**src/rtl/full_as_reg_if.sv**
```systemverilog
// -----------------------------------------------------------------------------
// full_as_reg_if
//
// Purpose:
//   Bundles the operand/valid inputs and the registered result outputs of
//   full_as_reg into one interface. Clock and reset stay outside as plain
//   ports of the design.
//
// Parameters:
//   WIDTH      operand width in bits. It must match the WIDTH of the
//              full_as_reg instance that this interface is connected to.
//
// Signals:
//   in_valid   a/b/c are presented this cycle (master -> slave).
//   a, b       unsigned operands, WIDTH bits (master -> slave).
//   c          shared carry-in / borrow-in (master -> slave).
//   out_valid  the result registers hold a freshly captured result.
//   sum        low WIDTH bits of a+b+c.
//   carry      bit WIDTH of a+b+c.
//   diff       low WIDTH bits of a-b-c, modulo 2^WIDTH.
//   barrow     borrow-out, set when a < b+c.
//
// Modports:
//   master     the operand source (a testbench or an upstream block).
//   slave      the full_as_reg datapath.
// -----------------------------------------------------------------------------
interface full_as_reg_if #(
    parameter int WIDTH = 1
);

    logic             in_valid;
    logic [WIDTH-1:0] a;
    logic [WIDTH-1:0] b;
    logic             c;

    logic             out_valid;
    logic [WIDTH-1:0] sum;
    logic             carry;
    logic [WIDTH-1:0] diff;
    logic             barrow;

    modport master (
        output in_valid,
        output a,
        output b,
        output c,
        input  out_valid,
        input  sum,
        input  carry,
        input  diff,
        input  barrow
    );

    modport slave (
        input  in_valid,
        input  a,
        input  b,
        input  c,
        output out_valid,
        output sum,
        output carry,
        output diff,
        output barrow
    );

endinterface

```
**src/rtl/full_as_reg.sv**
```systemverilog
// -----------------------------------------------------------------------------
// full_as_reg
//
// Purpose:
//   Registered combined full adder / full subtractor. From the same operands
//   a, b and the shared carry/borrow-in c, it computes both a+b+c (sum,
//   carry) and a-b-c (diff, barrow) in one cycle. All four results are
//   captured in output registers together with a valid flag. WIDTH=1 gives
//   the classic 1-bit full adder-subtractor leaf cell.
//
// Parameters:
//   WIDTH      operand width in bits, 1..32.
//
// Ports:
//   clk        rising-edge clock.
//   rst        asynchronous, active-high reset. It clears every output
//              register.
//   bus        full_as_reg_if.slave:
//                in_valid, a, b, c        -> operands, captured when
//                                            in_valid=1.
//                out_valid, sum, carry,   <- registered results, one cycle
//                diff, barrow                after the qualifying input.
//
// Timing:
//   The latency is one clock and the throughput is one result per cycle.
//   There is no backpressure. When in_valid=0 the data registers hold their
//   value and only out_valid drops. Inputs are ignored in that cycle, even
//   if they are X/Z.
// -----------------------------------------------------------------------------
module full_as_reg #(
    parameter int WIDTH = 1
) (
    input  logic          clk,
    input  logic          rst,
    full_as_reg_if.slave  bus
);

    // -------------------------------------------------------------------------
    // Combinational core: two ripple chains seeded by the same c.
    //   k[i] : carry into bit i of the adder    (k[0] = c)
    //   w[i] : borrow into bit i of the subtractor (w[0] = c)
    // -------------------------------------------------------------------------
    logic [WIDTH:0]   k;
    logic [WIDTH:0]   w;
    logic [WIDTH-1:0] s_next;
    logic [WIDTH-1:0] d_next;

    // NOTE: every variable assigned in always_comb gets a default first, so no
    // path through the block leaves it unassigned (which would infer a latch).
    always_comb begin
        k      = '0;
        w      = '0;
        s_next = '0;
        d_next = '0;

        k[0] = bus.c;
        w[0] = bus.c;

        for (int i = 0; i < WIDTH; i++) begin
            // Adder bit: propagate when a^b, generate when a&b.
            s_next[i] = bus.a[i] ^ bus.b[i] ^ k[i];
            k[i+1]    = (bus.a[i] & bus.b[i]) | (k[i] & (bus.a[i] ^ bus.b[i]));

            // Subtractor bit: a borrow is generated when a=0,b=1. An incoming
            // borrow passes on when a==b.
            d_next[i] = bus.a[i] ^ bus.b[i] ^ w[i];
            w[i+1]    = (~bus.a[i] & bus.b[i]) | (w[i] & ~(bus.a[i] ^ bus.b[i]));
        end
    end

    // -------------------------------------------------------------------------
    // Output registers.
    // The data registers load only on in_valid, so X/Z on idle inputs never
    // reach them. out_valid follows in_valid one cycle late.
    // -------------------------------------------------------------------------
    // NOTE: sequential state uses non-blocking assignments, so every register
    // samples values from before the edge, whatever the statement order.
    always_ff @(posedge clk or posedge rst) begin
        if (rst) begin
            bus.out_valid <= 1'b0;
            bus.sum       <= '0;
            bus.carry     <= 1'b0;
            bus.diff      <= '0;
            bus.barrow    <= 1'b0;
        end else begin
            bus.out_valid <= bus.in_valid;
            if (bus.in_valid) begin
                bus.sum    <= s_next;
                bus.carry  <= k[WIDTH];
                bus.diff   <= d_next;
                bus.barrow <= w[WIDTH];
            end
        end
    end

endmodule

```
**src/flat_wrapper.sv**
```systemverilog
// flat-port wrapper written by rule: the top's interface ports become plain ports
module full_as_reg_flat 
#(
    parameter int WIDTH = 1
)
  (clk, rst, bus_in_valid, bus_a, bus_b, bus_c, bus_out_valid, bus_sum, bus_carry, bus_diff, bus_barrow);
  full_as_reg_if #(.WIDTH(WIDTH)) bus_i ();
  input  logic clk;
  input  logic rst;
  input wire logic [$bits(bus_i.in_valid)-1:0] bus_in_valid;
  input wire logic [$bits(bus_i.a)-1:0] bus_a;
  input wire logic [$bits(bus_i.b)-1:0] bus_b;
  input wire logic [$bits(bus_i.c)-1:0] bus_c;
  output wire logic [$bits(bus_i.out_valid)-1:0] bus_out_valid;
  output wire logic [$bits(bus_i.sum)-1:0] bus_sum;
  output wire logic [$bits(bus_i.carry)-1:0] bus_carry;
  output wire logic [$bits(bus_i.diff)-1:0] bus_diff;
  output wire logic [$bits(bus_i.barrow)-1:0] bus_barrow;
  assign bus_i.in_valid = bus_in_valid;
  assign bus_i.a = bus_a;
  assign bus_i.b = bus_b;
  assign bus_i.c = bus_c;
  assign bus_out_valid = bus_i.out_valid;
  assign bus_sum = bus_i.sum;
  assign bus_carry = bus_i.carry;
  assign bus_diff = bus_i.diff;
  assign bus_barrow = bus_i.barrow;
  full_as_reg #(.WIDTH(WIDTH)) u_core (.clk(clk), .rst(rst), .bus(bus_i));
endmodule
```
**config.mk**
```make
export PLATFORM = sky130hd
export DESIGN_NAME = full_as_reg_flat
export DESIGN_NICKNAME = d
export VERILOG_FILES = /design/src/rtl/full_as_reg_if.sv /design/src/rtl/full_as_reg.sv /design/src/flat_wrapper.sv
export SDC_FILE = /design/constraint.sdc
export NUM_CORES = 1
export LEC_CHECK = 0
export BUFFER_PORTS_ARGS = -buffer_cell sky130_fd_sc_hd__buf_2
export CAP_MARGIN = 10
export CELL_PAD_IN_SITES_DETAIL_PLACEMENT = 1
export CELL_PAD_IN_SITES_GLOBAL_PLACEMENT = 2
export CORE_AREA = 8 8 45 47
export DETAILED_ROUTE_END_ITERATION = 12
export DIE_AREA = 0 0 53 55
export HOLD_SLACK_MARGIN = 0.1
export PLACE_DENSITY_LB_ADDON = 0.1
export SYNTH_ARGS = -nofsm -noshare
export SYNTH_HDL_FRONTEND = slang
export SYNTH_SLANG_ARGS = --single-unit
```
**constraint.sdc**
```tcl
create_clock -name clk -period 1.87 [get_ports clk]
set_clock_uncertainty 0.15 [all_clocks]
set_input_delay 0.374 -clock clk [delete_from_list [all_inputs] [get_ports clk]]
set_output_delay 0.374 -clock clk [all_outputs]
set_load 0.02 [all_outputs]
```
==> impl_metrics.json, run 1 <==
{
  "status": "complete, no violations",
  "place_area_sq_um": 258,
  "syn-mean-instance-area_sq_um": 13.9,
  "rows": 14,
  "cap_violations": 0,
  "finalHoldViolCount": 0,
  "maxSlewViolCount": 0,
  "final_antenna_net_count": 0,
  "dieArea_sq_mm": 0.00292,
  "routabilityCongestion": 0.589,
  "cts_setup_buffers": 0,
  "finalSetupViolations": 0,
  "max-slew-margin-rel_pct": 89.4,
  "hp-class": "input pin to flop",
  "start_util_pct": 14.1,
  "first_pass_iters": 2,
  "synth.distinct_cells": 6,
  "fin_nets": 37,
  "die-width_microns": 53,
  "async_reset_ff_share_pct": 100,
  "internal_power_mw": 0.195,
  "cts_tree": "yes",
  "ios": 11,
  "grt_usage_pct": 4.12,
  "synthFlopType": "dfrtp_1",
  "layout_min_cycle_time_ps": 1310,
  "drt_iter0_markers": 1,
  "p_switching_mw": 0.0777,
  "power.density_mw_per_mm2": 940,
  "cts_root_buf": "clkbuf_4",
  "path_buf_inv": 2,
  "antenna_found_initial": 0,
  "via_per_inst": 3.21,
  "p_comb_share_pct": 23.3,
  "drive_above_1_share_pct": 55.6,
  "syn_inst": 14,
  "avgRoutedWirePerCell_microns": 10.9,
  "die_h_microns": 55,
  "syn2layout_area_growth_pct": 48.7,
  "ys_seq_area_share_pct": 51.3,
  "grt_pass1_vias": 191,
  "pwr-share-seq_pct": 37.8,
  "insertion_delay_ps": 230,
  "grt_pass1_wl_microns": 834,
  "max_stage_delay_ps": 470,
  "grt_max_degree": 5,
  "rsz0062_at_grt": "false",
  "port_buffers": 10,
  "yosysWarnings": 0,
  "design_area_sq_um": 290,
  "synth_edf_count": 0,
  "path_cells": "buf_2 -> inv_1 -> fa_1 -> mux2_2",
  "crit_path_top_delay_cell": "fa_1",
  "cp.required_ps": 1840,
  "cpLargestDelayFamily": "adder cells",
  "cts.sinks": 4,
  "synth_commonest_cells": "dfrtp_1 (4), inv_1 (4), fa_1 (2), mux2_2 (2)",
  "overflow": 0,
  "diodes": 0,
  "crit_type": "input pin to flop",
  "vias": 138,
  "htreeDepth": 1,
  "cp-end-kind": "flop",
  "core_region_area_sq_mm": 0.00138,
  "yosysTopAreaCellShare_pct": 51.3,
  "clk_path_buf_depth": 2,
  "critPathLaunchType": "input pin",
  "synth_nets": 22,
  "p_sw_share_pct": 28.5,
  "max_freq_mhz": 765,
  "worstPathArrival_ps": 1270,
  "tns_ps": 0,
  "totalWireLength_microns": 469,
  "cts_made_buffers": 3,
  "period_share_pct": 69.9,
  "clkTransAtPathRegs_ps": 40,
  "p_leak_nw": 0.154,
  "synth_top_area_cell": "dfrtp_1",
  "irDropWorstVdd_v": 0.000430,
  "pwr-share-clk_pct": 38.9,
  "syn_area_sq_um": 195,
  "crit_fanout": 2,
  "synth_area_leaders": "dfrtp_1 (51%), fa_1 (21%), mux2_2 (12%), inv_1 (7.7%), mux2i_1 (5.1%)",
  "synth-seq-cells": 4,
  "drc": 0,
  "worstMarginPinSlew_ps": 159
}
[power groups by stage]
stage               combinational (mW)  clock [mW]  sequential [mW]
finish                          0.0636       0.106            0.103
floorplan                       0.0268           0            0.119
global placement                0.0643           0            0.104
global route                    0.0724       0.119            0.106
CTS                             0.0658       0.114            0.103
detailed placement              0.0642           0            0.105
[stage by stage]
| step | hold WS, ps | power, mW | std cells | utilization [%] | setup slack [ps] |
|---|---|---|---|---|---|
| finish | 173 | 0.273 | 43 | 21.0 | 562 |
| detailed placement | 120 | 0.169 | 39 | 18.6 | 316 |
| global placement | 117 | 0.168 | 39 | 18.6 | 315 |
| floorplan | -9.92 | 0.145 | 14 | - | 483 |
| CTS | 177 | 0.283 | 43 | 21.0 | 559 |
| global route | 179 | 0.297 | 43 | 21.0 | 517 |
[cell usage in the layout, fill, tap and decap left out]
master	netlist	routed
buf_2	0	10
inv_1	4	4
dfrtp_1	4	4
clkbuf_4	0	3
mux2_2	2	2
fa_1	2	2
mux2i_1	1	1
dlygate4sd3_1	0	1
[timing repair]
item | 4_1_cts | 5_1_grt
resized for setup | 0 | 0
hold endpoints to repair | 4 | 0
hold buffers | 1 | 0
[sequential cells by signal (all words and copies together) (netlist names)]
name and flops:
u_core.bus.out_valid 1, u_core.bus.barrow 1, u_core.bus.carry 1, u_core.bus.sum 1
[cell families (layout without fill, tap and decap cells)]
logic type | after synthesis | after routing | share of synthesized area [%]
adders and majority gates | 2 | 2 | 20.5
buffers and inverters | 5 | 18 | 11.5
muxes | 3 | 3 | 16.7
DFF | 4 | 4 | 51.3
[area by class of cell]
type | instances | area (sq um)
Clock buffer | 3 | 22.5
Fill cell | 163 | 1090
Inverter | 4 | 15.0
Multi-Input combinational cell | 5 | 72.6
Sequential cell | 4 | 100
Tap cell | 16 | 20.0
Timing Repair Buffer | 11 | 60.1
[routing by layer]
layer,track usage (%),part of all wire (%),vias to the layer above,wire length [microns]
met5,0,0,-,0
met4,0,0,0,0
met3,5.61,22,0,105
met2,5.66,37,9,175
met1,3.85,40,62,188
li1,-,-,67,-
[final timing paths]
check	start	to	slack, ps	cells past startpoint
worst min register to register	u_core.bus.carry	u_core.bus.carry	350	1
max in group asynchronous	rst	u_core.bus.barrow	990	3
worst min-delay path	bus_in_valid	u_core.bus.out_valid	170	1
worst max register to register	u_core.bus.sum	u_core.bus.sum	970	1
min in group asynchronous	rst	u_core.bus.sum	420	3
worst max-delay path	bus_b	u_core.bus.sum	560	4
No activity file was read; power rests on OpenSTA's default activity.
==> run 2, diff against run 1 <==
Clock period 1.87 ns to 1.1 ns, I/O delays scaled along.
==> run 2 against run 1 <==
- global-route usage is essentially flat
- the run now ends with negative setup slack left
- final cell count grew 12%
- largest power group is now sequential cells
- hold slack lost 65 ps
- design area grew 29%
==> impl_metrics.json, run 2 (synthesis results as in run 1) <==
{
  "drc": 0,
  "totalWireLength_microns": 462,
  "port_buffers": 10,
  "cp-end-kind": "output pin",
  "cts_made_buffers": 3,
  "antenna_found_initial": 0,
  "clkTransAtPathRegs_ps": 40,
  "max_freq_mhz": 874,
  "worst_hold_slack_ps": 108,
  "final_antenna_net_count": 0,
  "start_util_pct": 14.1,
  "p_leak_nw": 0.194,
  "fin_nets": 42,
  "layout_min_cycle_time_ps": 1140,
  "path_cells": "buf_6",
  "ios": 11,
  "first_pass_iters": 2,
  "grt_pass1_wl_microns": 724,
  "hp-class": "input pin to flop",
  "rsz0062_at_grt": "true",
  "status": "finished, violations left",
  "core_region_area_sq_mm": 0.00138,
  "design_area_sq_um": 374,
  "drt_iter0_markers": 2,
  "crit_type": "flop to output pin",
  "failed_checks": "negative setup slack",
  "avgRoutedWirePerCell_microns": 9.63,
  "dieArea_sq_mm": 0.00292,
  "rows": 14,
  "cts_root_buf": "clkbuf_4",
  "die_h_microns": 55,
  "crit_path_top_delay_cell": "dfrtp_1",
  "finalHoldViolCount": 0,
  "insertion_delay_ps": 230,
  "layout_setup_ws_ps": -43.9,
  "path_buf_inv": 1,
  "grt_pass1_vias": 190,
  "hpwl_microns": 384,
  "maxSlewViolCount": 0,
  "max-slew-margin-rel_pct": 89.3,
  "die-width_microns": 53,
  "cp.required_ps": 730,
  "htreeDepth": 1,
  "mostFrequentLayoutCells": "buf_4 (5), buf_6 (5), buf_2 (4), dfrtp_1 (4), clkbuf_4 (3)",
  "routabilityCongestion": 0.658,
  "drive_above_1_share_pct": 68.8,
  "power.total_mw": 0.538,
  "clk_path_buf_depth": 2,
  "cts_tree": "yes",
  "crit_fanout": 3,
  "place_area_sq_um": 275,
  "power.density_mw_per_mm2": 1440,
  "worstPathArrival_ps": 770,
  "via_per_inst": 3.52,
  "cpLargestDelayFamily": "flip-flops",
  "worstMarginPinSlew_ps": 160,
  "cap_violations": 0,
  "irDropWorstVdd_v": 0.000659,
  "grt_usage_pct": 4.12,
  "syn2layout_area_growth_pct": 91.7,
  "overflow": 0,
  "period_share_pct": 104,
  "grt_max_degree": 5,
  "vias": 169,
  "diodes": 0,
  "max_stage_delay_ps": 400,
  "tns_ps": -128,
  "cts.sinks": 4,
  "finalSetupViolations": 4,
  "critPathLaunchType": "flop"
}
==> run 2: power breakdown <==
| group | leakage [nW] | switching, mW | internal [mW] |
|---|---|---|---|
| clock | 0.0138 | 0.0575 | 0.122 |
| sequential | 0.0466 | 0.0153 | 0.167 |
| combinational | 0.134 | 0.0711 | 0.105 |
| total | 0.194 | 0.144 | 0.394 |
==> run 2: timing repair <==
item,CTS,global route
setup endpoints to repair,6,6
buffers inserted,1,2
resized for setup,11,1
pin swaps,0,0
hold buffers,2,0
hold endpoints to repair,5,0
==> run 2: final cells by class <==
class | instances | area [sq um]
well taps | 16 | 20.0
inverters | 4 | 15.0
multi-input cells | 5 | 82.6
repair buffers | 16 | 134
flip-flops and latches | 4 | 100
clock buffers | 3 | 22.5
fillers | 162 | 1010
==> run 2: final timing paths <==
path / slack, ps / to / cells past startpoint / start
worst max-delay path: -40 / bus_diff / 1 / u_core.bus.sum
worst min register to register: 480 / u_core.bus.carry / 2 / u_core.bus.carry
max in group asynchronous: 380 / u_core.bus.barrow / 3 / rst
min in group asynchronous: 260 / u_core.bus.out_valid / 3 / rst
worst max register to register: 40 / u_core.bus.sum / 2 / u_core.bus.sum
worst min-delay path: 110 / u_core.bus.barrow / 2 / bus_in_valid
==> run 2: stage by stage <==
| stage | util, % | std cells | setup slack, ps |
|---|---|---|---|
| 2_1_floorplan | - | 14 | -98.6 |
| 3_3_place_gp | 19.9 | 40 | -255 |
| 3_5_place_dp | 19.9 | 40 | -260 |
| 4_1_cts | 25.9 | 46 | -60.0 |
| 5_1_grt | 27.0 | 48 | -81.7 |
| 6_report | 27.0 | 48 | -43.9 |
==> run 2: per-layer routing <==
metal / vias to the layer above / wire, microns / GRT usage (%)
met3: 2 / 90 / 6.15
met5: - / 0 / 0
li1: 77 / - / -
met2: 9 / 227 / 5.66
met1: 81 / 139 / 2.62
met4: 0 / 4 / 2.59
==> run 3, diff against run 2 <==
Settings changed: CTS_BUF_LIST set to sky130_fd_sc_hd__clkbuf_8 sky130_fd_sc_hd__clkbuf_16.
==> run 3 against run 2 <==
- the run still ends with negative setup slack left
- critical endpoint unchanged
- fmax grew 1.7%
- final cell count shrank 2.1%
- power grew 23%
- combinational power is essentially flat
- register-to-register slack is essentially flat
- critical path depth is the same
- count of clock-buffer cells in the layout is the same
- global-route usage grew 0.33 points
- design area grew 7.4%
- wire length grew 3.9%
- sequential cell count is the same
- largest cell class unchanged
==> impl_metrics.json, run 3 (synthesis results as in run 1) <==
{
  "hp-class": "input pin to flop",
  "irDropWorstVdd_v": 0.000771,
  "rows": 14,
  "holdPathStages": 2,
  "first_pass_iters": 2,
  "totalWireLength_microns": 480,
  "fin_nets": 41,
  "vias": 163,
  "die-width_microns": 53,
  "grt_usage_pct": 4.45,
  "path_cells": "buf_6",
  "finalHoldViolCount": 0,
  "cts_made_buffers": 3,
  "port_buffers": 10,
  "crit_fanout": 3,
  "dpl.cell_count": 40,
  "status": "finished, violations left",
  "grt_pass1_wl_microns": 807,
  "worstPathArrival_ps": 750,
  "drc": 0,
  "dieArea_sq_mm": 0.00292,
  "cp.required_ps": 730,
  "crit_type": "flop to output pin",
  "place_ws_ps": -260,
  "cpLargestDelayFamily": "flip-flops",
  "grt_pass1_vias": 193,
  "clkTransAtPathRegs_ps": 30,
  "nFillCells": 158,
  "hpwl_microns": 384,
  "clk_path_buf_depth": 2,
  "path_depth": 1,
  "max-slew-margin-rel_pct": 89.3,
  "p_leak_nw": 0.203,
  "maxSlewViolCount": 0,
  "layout_commonest_cell": "buf_6",
  "cts_root_buf": "clkbuf_8",
  "htreeDepth": 1,
  "r2r_cells": 2,
  "finalSetupViolations": 3,
  "final_core_utilization_pct": 29.0,
  "tns_ps": -50.7,
  "insertion_delay_ps": 210,
  "max_freq_mhz": 889,
  "drive_above_1_share_pct": 67.7,
  "antenna_found_initial": 0,
  "rsz0062_at_grt": "true",
  "worstMarginPinSlew_ps": 160,
  "diodes": 0,
  "layout_setup_ws_ps": -24.3,
  "die_h_microns": 55,
  "core_region_area_sq_mm": 0.00138,
  "layout_min_cycle_time_ps": 1120,
  "final_antenna_net_count": 0,
  "crit_path_top_delay_cell": "dfrtp_1",
  "path_buf_inv": 1,
  "seqCellArea_sq_um": 100,
  "critPathLaunchType": "flop",
  "grt_max_degree": 5,
  "syn2layout_area_growth_pct": 106,
  "power.density_mw_per_mm2": 1650,
  "ios": 11,
  "cap_violations": 0,
  "fin_cells": 47,
  "via_per_inst": 3.47,
  "mostFrequentLayoutCells": "buf_6 (8), dfrtp_1 (4), clkbuf_8 (3), buf_4 (3)",
  "power.total_mw": 0.664,
  "start_util_pct": 14.1,
  "cts.sinks": 4,
  "cts_tree": "yes",
  "max_stage_delay_ps": 390,
  "cp-end-kind": "output pin",
  "routabilityCongestion": 0.658,
  "drt_iter0_markers": 1,
  "period_share_pct": 102,
  "multi_input_area_sq_um": 82.6,
  "avgRoutedWirePerCell_microns": 10.2,
  "failed_checks": "negative setup slack",
  "overflow": 0
}
==> run 3: per-layer routing <==
metal	vias up	wire, microns	track usage [%]
met5	-	0	0
met4	0	4	2.59
met3	2	90	6.15
met2	9	235	6.25
met1	78	148	3.09
li1	74	-	-
==> run 3: what timing repair did <==
item,4_1_cts,5_1_grt
gates cloned,0,0
setup buffers,1,1
hold buffers,2,0
endpoints found under the setup margin,6,6
gates resized for setup,12,3
hold endpoints to repair,5,0
pin swaps,1,1
==> run 3: metrics by stage <==
step | hold WS, ps | cell area, sq um
final | 128 | 402
after floorplan | -164 | 205
after CTS | 129 | 384
after detailed placement | -36.0 | 275
after global placement | -38.1 | 275
after global routing | 159 | 402
==> run 3: worst paths after layout <==
path                                        start                   end  slack [ps]
worst max-delay path               u_core.bus.sum              bus_diff         -20
worst min-delay path                 bus_in_valid     u_core.bus.barrow         130
worst max register to register     u_core.bus.sum        u_core.bus.sum          40
worst min register to register  u_core.bus.barrow     u_core.bus.barrow         390
max in group asynchronous                     rst     u_core.bus.barrow         360
min in group asynchronous                     rst  u_core.bus.out_valid         280
==> run 3: power breakdown <==
group | internal, mW | switching (mW)
Clock | 0.233 | 0.0728
Combinational | 0.106 | 0.0703
Sequential | 0.167 | 0.0153
==> run 3: cell type report <==
type	count	share of cell area [%]
Clock buffer	3	10.3
Multi-Input combinational cell	5	20.6
Tap cell	16	4.98
Timing Repair Buffer	15	35.5
Inverter	4	3.74
Sequential cell	4	24.9
